==> src/rtl/xor_pkg.sv <==
// rtl/xor_pkg.sv - shared state type and counter-width helper for the XOR frame checksum
package xor_pkg;

  typedef enum logic {
    ACC  = 1'b0,
    HOLD = 1'b1
  } state_e;

  // Bits needed to hold 0..max_len inclusive.
  function automatic int cnt_width(input int max_len);
    return $clog2(max_len + 1);
  endfunction

endpackage

==> src/rtl/xor_word.sv <==
// rtl/xor_word.sv - combinational WIDTH-bit bitwise XOR
module xor_word #(
  parameter int WIDTH = 8
) (
  input  logic [WIDTH-1:0] a_i,
  input  logic [WIDTH-1:0] b_i,
  output logic [WIDTH-1:0] y_o
);

  assign y_o = a_i ^ b_i;

endmodule

==> src/rtl/xor_frame_checksum.sv <==
// rtl/xor_frame_checksum.sv - folds a frame of words with XOR and holds the result until consumed
module xor_frame_checksum
  import xor_pkg::*;
#(
  parameter int  WIDTH   = 8,
  parameter int  MAX_LEN = 16,
  localparam int CNT_W   = cnt_width(MAX_LEN)
) (
  input  logic             clk,
  input  logic             rst,
  input  logic             in_valid,
  output logic             in_ready,
  input  logic [WIDTH-1:0] in_data,
  input  logic             in_last,
  output logic             out_valid,
  input  logic             out_ready,
  output logic [WIDTH-1:0] out_sum,
  output logic [CNT_W-1:0] out_len,
  output logic             out_parity,
  output logic             out_err
);

  state_e           state_q, state_d;
  logic [WIDTH-1:0] acc_q, acc_d;
  logic [CNT_W-1:0] len_q, len_d;
  logic             err_q, err_d;
  logic [WIDTH-1:0] sum_q, sum_d;
  logic [CNT_W-1:0] olen_q, olen_d;
  logic             par_q, par_d;
  logic             oerr_q, oerr_d;

  logic [WIDTH-1:0] acc_x;
  logic             len_at_max;
  logic [CNT_W-1:0] len_inc;
  logic             err_inc;

  xor_word #(.WIDTH(WIDTH)) u_xor_word (
    .a_i (acc_q),
    .b_i (in_data),
    .y_o (acc_x)
  );

  // The count saturates; a word arriving at the cap marks the frame overlong.
  assign len_at_max = (len_q == CNT_W'(MAX_LEN));
  assign len_inc    = len_at_max ? len_q : len_q + CNT_W'(1);
  assign err_inc    = err_q | len_at_max;

  always_comb begin
    state_d = state_q;
    acc_d   = acc_q;
    len_d   = len_q;
    err_d   = err_q;
    sum_d   = sum_q;
    olen_d  = olen_q;
    par_d   = par_q;
    oerr_d  = oerr_q;
    case (state_q)
      ACC: begin
        if (in_valid) begin
          if (in_last) begin
            sum_d   = acc_x;
            olen_d  = len_inc;
            oerr_d  = err_inc;
            par_d   = ^acc_x;
            acc_d   = '0;
            len_d   = '0;
            err_d   = 1'b0;
            state_d = HOLD;
          end else begin
            acc_d = acc_x;
            len_d = len_inc;
            err_d = err_inc;
          end
        end
      end
      HOLD: begin
        if (out_ready) state_d = ACC;
      end
      default: state_d = ACC;
    endcase
  end

  always_ff @(posedge clk or posedge rst) begin
    if (rst) begin
      state_q <= ACC;
      acc_q   <= '0;
      len_q   <= '0;
      err_q   <= 1'b0;
      sum_q   <= '0;
      olen_q  <= '0;
      par_q   <= 1'b0;
      oerr_q  <= 1'b0;
    end else begin
      state_q <= state_d;
      acc_q   <= acc_d;
      len_q   <= len_d;
      err_q   <= err_d;
      sum_q   <= sum_d;
      olen_q  <= olen_d;
      par_q   <= par_d;
      oerr_q  <= oerr_d;
    end
  end

  assign in_ready   = (state_q == ACC);
  assign out_valid  = (state_q == HOLD);
  assign out_sum    = sum_q;
  assign out_len    = olen_q;
  assign out_parity = par_q;
  assign out_err    = oerr_q;

endmodule

==> config.mk <==
export PLATFORM = sky130hd
export DESIGN_NAME = xor_frame_checksum
export DESIGN_NICKNAME = d
export VERILOG_FILES = /design/src/rtl/xor_pkg.sv /design/src/rtl/xor_word.sv /design/src/rtl/xor_frame_checksum.sv
export SDC_FILE = /design/constraint.sdc
export NUM_CORES = 1
export LEC_CHECK = 0
export ABC_AREA = 1
export ABC_CLOCK_PERIOD_IN_PS = 1790
export BUFFER_PORTS_ARGS = -buffer_cell sky130_fd_sc_hd__buf_2
export CORE_UTILIZATION = 50
export DETAILED_ROUTE_END_ITERATION = 8
export GPL_TIMING_DRIVEN = 0
export PLACE_DENSITY = 0.76
export SKIP_CTS_REPAIR_TIMING = 1
export SYNTH_ARGS = -nofsm -noshare
export SYNTH_HDL_FRONTEND = slang
export SYNTH_SLANG_ARGS = --single-unit
==> constraint.sdc <==
create_clock -name clk -period 1.79 [get_ports clk]
set_input_delay 0 -clock clk [delete_from_list [all_inputs] [get_ports clk]]
set_output_delay 0 -clock clk [all_outputs]
set_load 0.02 [all_outputs]
==> flow_summary.yaml, run 1 <==
status:
  status: "finished, violations left"
  failed_checks: "design-rule violations, negative hold slack"
sta:
  slew_headroom: 0.263
  max_freq_ghz: 0.738
  tightest_slew_ns: 1.10
  holdWs_ns: -0.0440
  setup_viol: 0
  fin_crit_sh: 0.757
  slew_viol_final: 0
  tns_ns: 0
  rsz0062_at_grt: "no"
  fin_skew_ns: 0.0106
  layout_min_cycle_time_ns: 1.35
  setup_ws_ns: 0.435
  hold_viol_final: 30
yosys:
  synth_fa_ha_area_frac: 0.0161
  synth_warnings: 0
  synth_fp_nets: 215
  synth_top_family_by_area: "simple AND/OR/NAND/NOR gates"
  synth.area.mux_share: 0
  netlist_area_um2: 1550
  synth-xor-area-share: 0.0226
  ys_types: 23
  synth.avg_cell_area_um2: 7.76
  ys_ff_latch: 30
  synth.area.top_cells: "dfrtp_1 (48%), nand2_1 (19%), inv_1 (4.6%)"
  yosysTopAreaCell: "dfrtp_1"
  synth_top_area_share: 0.483
  syn-instance-count: 200
  yosysSeqAreaShare: 0.483
  synth-simple-area-share: 0.275
  synth_compound_area_frac: 0.112
floorplanning:
  core_area_um2: 2850
  row_count: 19
  start_util: 0.544
  ios: 30
  die_w_um: 57.7
  die_area_um2: 3330
  die_height_um: 57.7
detailed_routing:
  drtPass1Iterations: 6
  vias: 1348
  ant_nets: 0
  drt_iter0_markers: 44
  drc_errors: 1
  routed_wl_um: 3010
  routedWlPerCell_um: 11.2
  vias_per_cell: 5.01
worst_setup_path:
  r2r_slack_ns: 0.44
  start_kind: "register"
  cp.required_ns: 1.98
  worst-r2r-cell-count: 5
  worstSetupEndpointType: "register"
  crit_arrival_ns: 1.54
  setup.worst_path.start: "len_q[0]"
  path_max_fanout: 4
  worstSetupPathType: "register to register"
  worstReg2RegEnd: "len_q[0]"
  r2r-start: "len_q[0]"
  endpoint: "len_q[0]"
pwr:
  vdd_drop_max_mv: 0.565
  leakagePower_nw: 1.01
  powerDensity_nw_per_um2: 1120
clock_tree:
  cts.reportedPaths.clkPinSlew_ns: 0.09
  numCtsBuffers: 5
  cts_sinks: 30
  htree_levels: 2
  tritoncts: "built"
  clockBufferDepth: 2
  clockRootBuffer: "clkbuf_4"
  clk_latency_ns: 0.31
placement:
  place_inst: 260
  gp_congestion: 0.825
  dpl.hpwl_um: 2230
  dpl_cell_area_um2: 1740
  pre_cts_ws_ns: 0.436
  numPortBuffers: 29
final_layout:
  nets: 252
  stdcell_count: 269
  multi_input_area_um2: 661
  diodes: 0
  final_cell_mix: "nand2_1 (79), buf_2 (31), dfrtp_1 (30)"
  drive_above_1_share: 0.273
  ff_latch_area_um2: 751
  nFillCells: 254
  final_area_um2: 1810
  syn_to_final_growth_pct: 16.4
  final_common_cell: "nand2_1"
grt:
  grt_pass1_wl_um: 5380
  grt_pass1_vias: 1232
  grt_max_degree: 31
  globalRouteOverflowTotal: 0
  grt_util_all_layers: 0.211
  antenna_found_initial: 0
flow_run:
  drv_cap: 0
hold_path:
  worst_hold_path_type: "primary input to asynchronous set/reset pin"
-- state kept, by name, indices dropped and copies added, names as in the netlist --
register,flops
out_parity,1
len_q,5
out_len,5
err_q,1
acc_q,8
out_err,1
out_sum,8
out_valid,1
-- per-layer routing --
metal | up-vias | GRT usage | share of wire
met5 | - | 0 | 0
met4 | 0 | 0.0680 | 0.010
met3 | 5 | 0.0491 | 0.041
met2 | 30 | 0.337 | 0.48
met1 | 612 | 0.287 | 0.47
li1 | 701 | - | -
-- area by class of cell --
class	count	area share
Buffer	4	0.0159
Clock buffer	7	0.0305
Clock inverter	1	0.00277
Inverter	30	0.0623
Multi-Input combinational cell	136	0.366
Sequential cell	30	0.416
Tap cell	31	0.0215
Timing Repair Buffer	30	0.0859
-- how the worst min path moves through the flow --
stage	from	end	slack, ns
finish	rst	out_valid	-0.04
global route	in_last	len_q[1]	0.04
CTS	out_ready	out_valid	-0.14
detailed placement	out_ready	out_valid	0.20
global placement	out_ready	out_valid	0.18
floorplan	rst	acc_q[0]	0.09
-- cell families after synthesis --
family,Yosys count
simple gates,101
buf+inv,34
fa+ha+maj,2
flops,30
xor+xnor,4
compound gates,29
-- power breakdown --
part           internal (mW)  switching (mW)
registers              0.820          0.0935
clock network          0.190           0.216
logic                  0.254           0.451
-- cells in the mapped netlist --
cell type / number
a21oi_1: 1
a31oi_1: 2
buf_2: 2
buf_4: 1
buf_6: 1
dfrtp_1: 30
ha_1: 2
inv_1: 19
inv_2: 11
nand2_1: 79
nand2_2: 11
nand3_1: 6
nand4_1: 2
nor2_1: 2
nor2_4: 1
o211ai_1: 1
o21ai_0: 2
o21ai_1: 9
o21ai_2: 2
o21bai_1: 1
o22ai_1: 11
xnor2_1: 1
xor2_1: 3
-- critical path: stages, from the launching register on --
cell and delay (ns):
dfrtp_1 0.41, inv_1 0.12, ha_1 0.16, nand4_1 0.20, xor2_1 0.24, o22ai_1 0.10
-- through the flow --
stage	hold slack, ns	util	power [mW]
detailed placement	0.197	0.609	1.63
global placement	0.180	0.609	1.62
floorplan	0.0908	-	1.43
global route	0.0420	0.633	2.19
finish	-0.0440	0.633	2.02
CTS	-0.145	0.630	2.04
(Power assumes the default switching activity.)
==> inputs of run 2 (changes only) <==
--- a/config.mk
+++ b/config.mk
@@ -6,12 +6,12 @@
 export NUM_CORES = 1
 export LEC_CHECK = 0
 export ABC_AREA = 1
-export ABC_CLOCK_PERIOD_IN_PS = 1790
+export ABC_CLOCK_PERIOD_IN_PS = 1200
 export BUFFER_PORTS_ARGS = -buffer_cell sky130_fd_sc_hd__buf_2
-export CORE_UTILIZATION = 50
+export CORE_UTILIZATION = 49
 export DETAILED_ROUTE_END_ITERATION = 8
 export GPL_TIMING_DRIVEN = 0
-export PLACE_DENSITY = 0.76
+export PLACE_DENSITY = 0.78
 export SKIP_CTS_REPAIR_TIMING = 1
 export SYNTH_ARGS = -nofsm -noshare
 export SYNTH_HDL_FRONTEND = slang
==> constraint.sdc (replaced) <==
create_clock -name clk -period 1.2 [get_ports clk]
set_input_delay 0 -clock clk [delete_from_list [all_inputs] [get_ports clk]]
set_output_delay 0 -clock clk [all_outputs]
set_load 0.02 [all_outputs]
==> run 2 against run 1 <==
The flow finishes with violations (negative hold slack, negative setup slack); first-iteration DRC count increased by 9.1%; power increased by 79%; register-to-register slack got worse by 0.53 ns; die area increased by 2.0%; utilization increased by 3.5 points; via count increased by 3.9%; cell area increased by 12%; critical endpoint is now out_len[0]; global-route usage increased by 0.87 points.
==> flow_summary.yaml, run 2 (synthesized netlist as in run 1, its figures left out) <==
status:
  status: "finished, violations left"
  failed_checks: "negative hold slack, negative setup slack"
clock_tree:
  clockBufferDepth: 2
  htree_levels: 2
  clk_latency_ns: 0.34
  tritoncts: "built"
  cts.reportedPaths.clkPinSlew_ns: 0.11
  clockRootBuffer: "clkbuf_4"
  numCtsBuffers: 5
  cts_sinks: 30
worst_setup_path:
  start_kind: "register"
  worstSetupPathType: "register to register"
  crit_arrival_ns: 1.56
  worst_path_max_delay_cell: "dfrtp_1"
  path_max_fanout: 4
  critPathMaxStageDelay_ns: 0.43
  crit_chain: "inv_2 > ha_4 > nand4_1 > xor2_2 > o21ai_1"
  worstSetupEndpointType: "register"
  cp.required_ns: 1.47
detailed_routing:
  routed_wl_um: 3500
  drt_iter0_markers: 48
  vias: 1400
  ant_nets: 0
  drtPass1Iterations: 4
  vias_per_cell: 4.86
  routedWlPerCell_um: 12.1
  drc_errors: 0
flow_run:
  drv_cap: 0
placement:
  dpl.hpwl_um: 2210
  pre_cts_ws_ns: -0.100
  gp_congestion: 0.782
  numPortBuffers: 29
sta:
  max_freq_ghz: 0.773
  fin_crit_sh: 1.08
  fin_skew_ns: 0.0135
  holdWs_ns: -0.0691
  setup_ws_ns: -0.0940
  tightest_slew_ns: 1.11
  slew_viol_final: 0
  slew_headroom: 0.261
  setup_viol: 6
  hold_viol_final: 31
  layout_min_cycle_time_ns: 1.29
  rsz0062_at_grt: "yes"
floorplanning:
  die_w_um: 58.3
  ios: 30
  row_count: 20
  start_util: 0.513
  die_height_um: 58.3
  core_area_um2: 3030
  die_area_um2: 3400
grt:
  grt_pass1_vias: 1287
  antenna_found_initial: 0
  grt_util_all_layers: 0.220
  grt_pass1_wl_um: 5500
  globalRouteOverflowTotal: 0
  grt_max_degree: 31
final_layout:
  final_cell_mix: "nand2_1 (70), dfrtp_1 (29), buf_2 (29)"
  diodes: 0
  drive_above_1_share: 0.369
  final_common_cell: "nand2_1"
  syn_to_final_growth_pct: 30.3
  nets: 258
  nFillCells: 249
hold_path:
  worst_hold_path_type: "primary input to asynchronous set/reset pin"
pwr:
  vdd_drop_max_mv: 0.972
  p_total_mw: 3.63
  leakagePower_nw: 1.09
  powerDensity_nw_per_um2: 1790
## run 2: cell count changes in the layout (fill, tap and decap cells not counted), moves of 2 or more
cell       delta
nand2_2       +7
nand2_4       +2
inv_4         +3
inv_1         -4
buf_2         -2
nand2_1       -9
bufinv_16     +2
buf_4         +4
## run 2: per-stage QoR
stage               hold slack [ns]  cell area [um2]  cells   util  setup TNS [ns]
floorplan                    0.0907             1570    200      -          -0.280
global placement              0.197             1770    273  0.584          -0.366
detailed placement            0.197             1770    273  0.584          -0.610
CTS                          -0.167             1880    281  0.621           -1.05
global route                0.00951             2020    288  0.668          -0.970
finish                      -0.0691             2020    288  0.668          -0.260
## run 2: layer usage
metal  up-vias  GRT usage  share of wire
li1        713          -              -
met1       651      0.289           0.45
met2        30      0.345           0.49
met3         6     0.0659          0.039
met4         0     0.0816          0.014
met5         -          0              0
## run 2: area by class of cell
type                       instances  area (um2)  share of cell area
buffer                             4        45.0              0.0223
timing repair buffer              36         218               0.108
clock buffer                       6        51.3              0.0254
sequential                        30         752               0.372
clock inverter                     2        60.1              0.0297
multi-input combinational        136         722               0.357
tap                               44        55.1              0.0272
inverter                          30         120              0.0594
## run 2: critical path, delay by kind of cell (launching register included)
kind                       cells  cell delay, ns
adders and majority gates      1            0.11
DFF                            1            0.43
AOI/OAI and AO/OA              1            0.12
and+or+nand+nor                1            0.21
buffers and inverters          1            0.09
xor gates and xnor gates       1            0.25
## run 2: where the power goes
part	internal, mW	leakage (nW)	total [mW]	switching [mW]
sequential	1.22	0.383	1.37	0.144
combinational	0.458	0.646	1.19	0.735
clock	0.706	0.0585	1.07	0.365
## run 2: worst paths after layout
kind	slack [ns]	startpoint	to	depth (start not counted)
worst max register to register	-0.09	len_q[0]	out_len[0]	5
worst min-delay path	-0.07	rst	out_sum[2]	2
worst max-delay path	-0.09	len_q[0]	out_len[0]	5
min in group clk	-0.01	in_last	len_q[1]	4
worst min register to register	0.48	out_len[1]	out_len[1]	2
max in group asynchronous	0.53	rst	out_valid	2
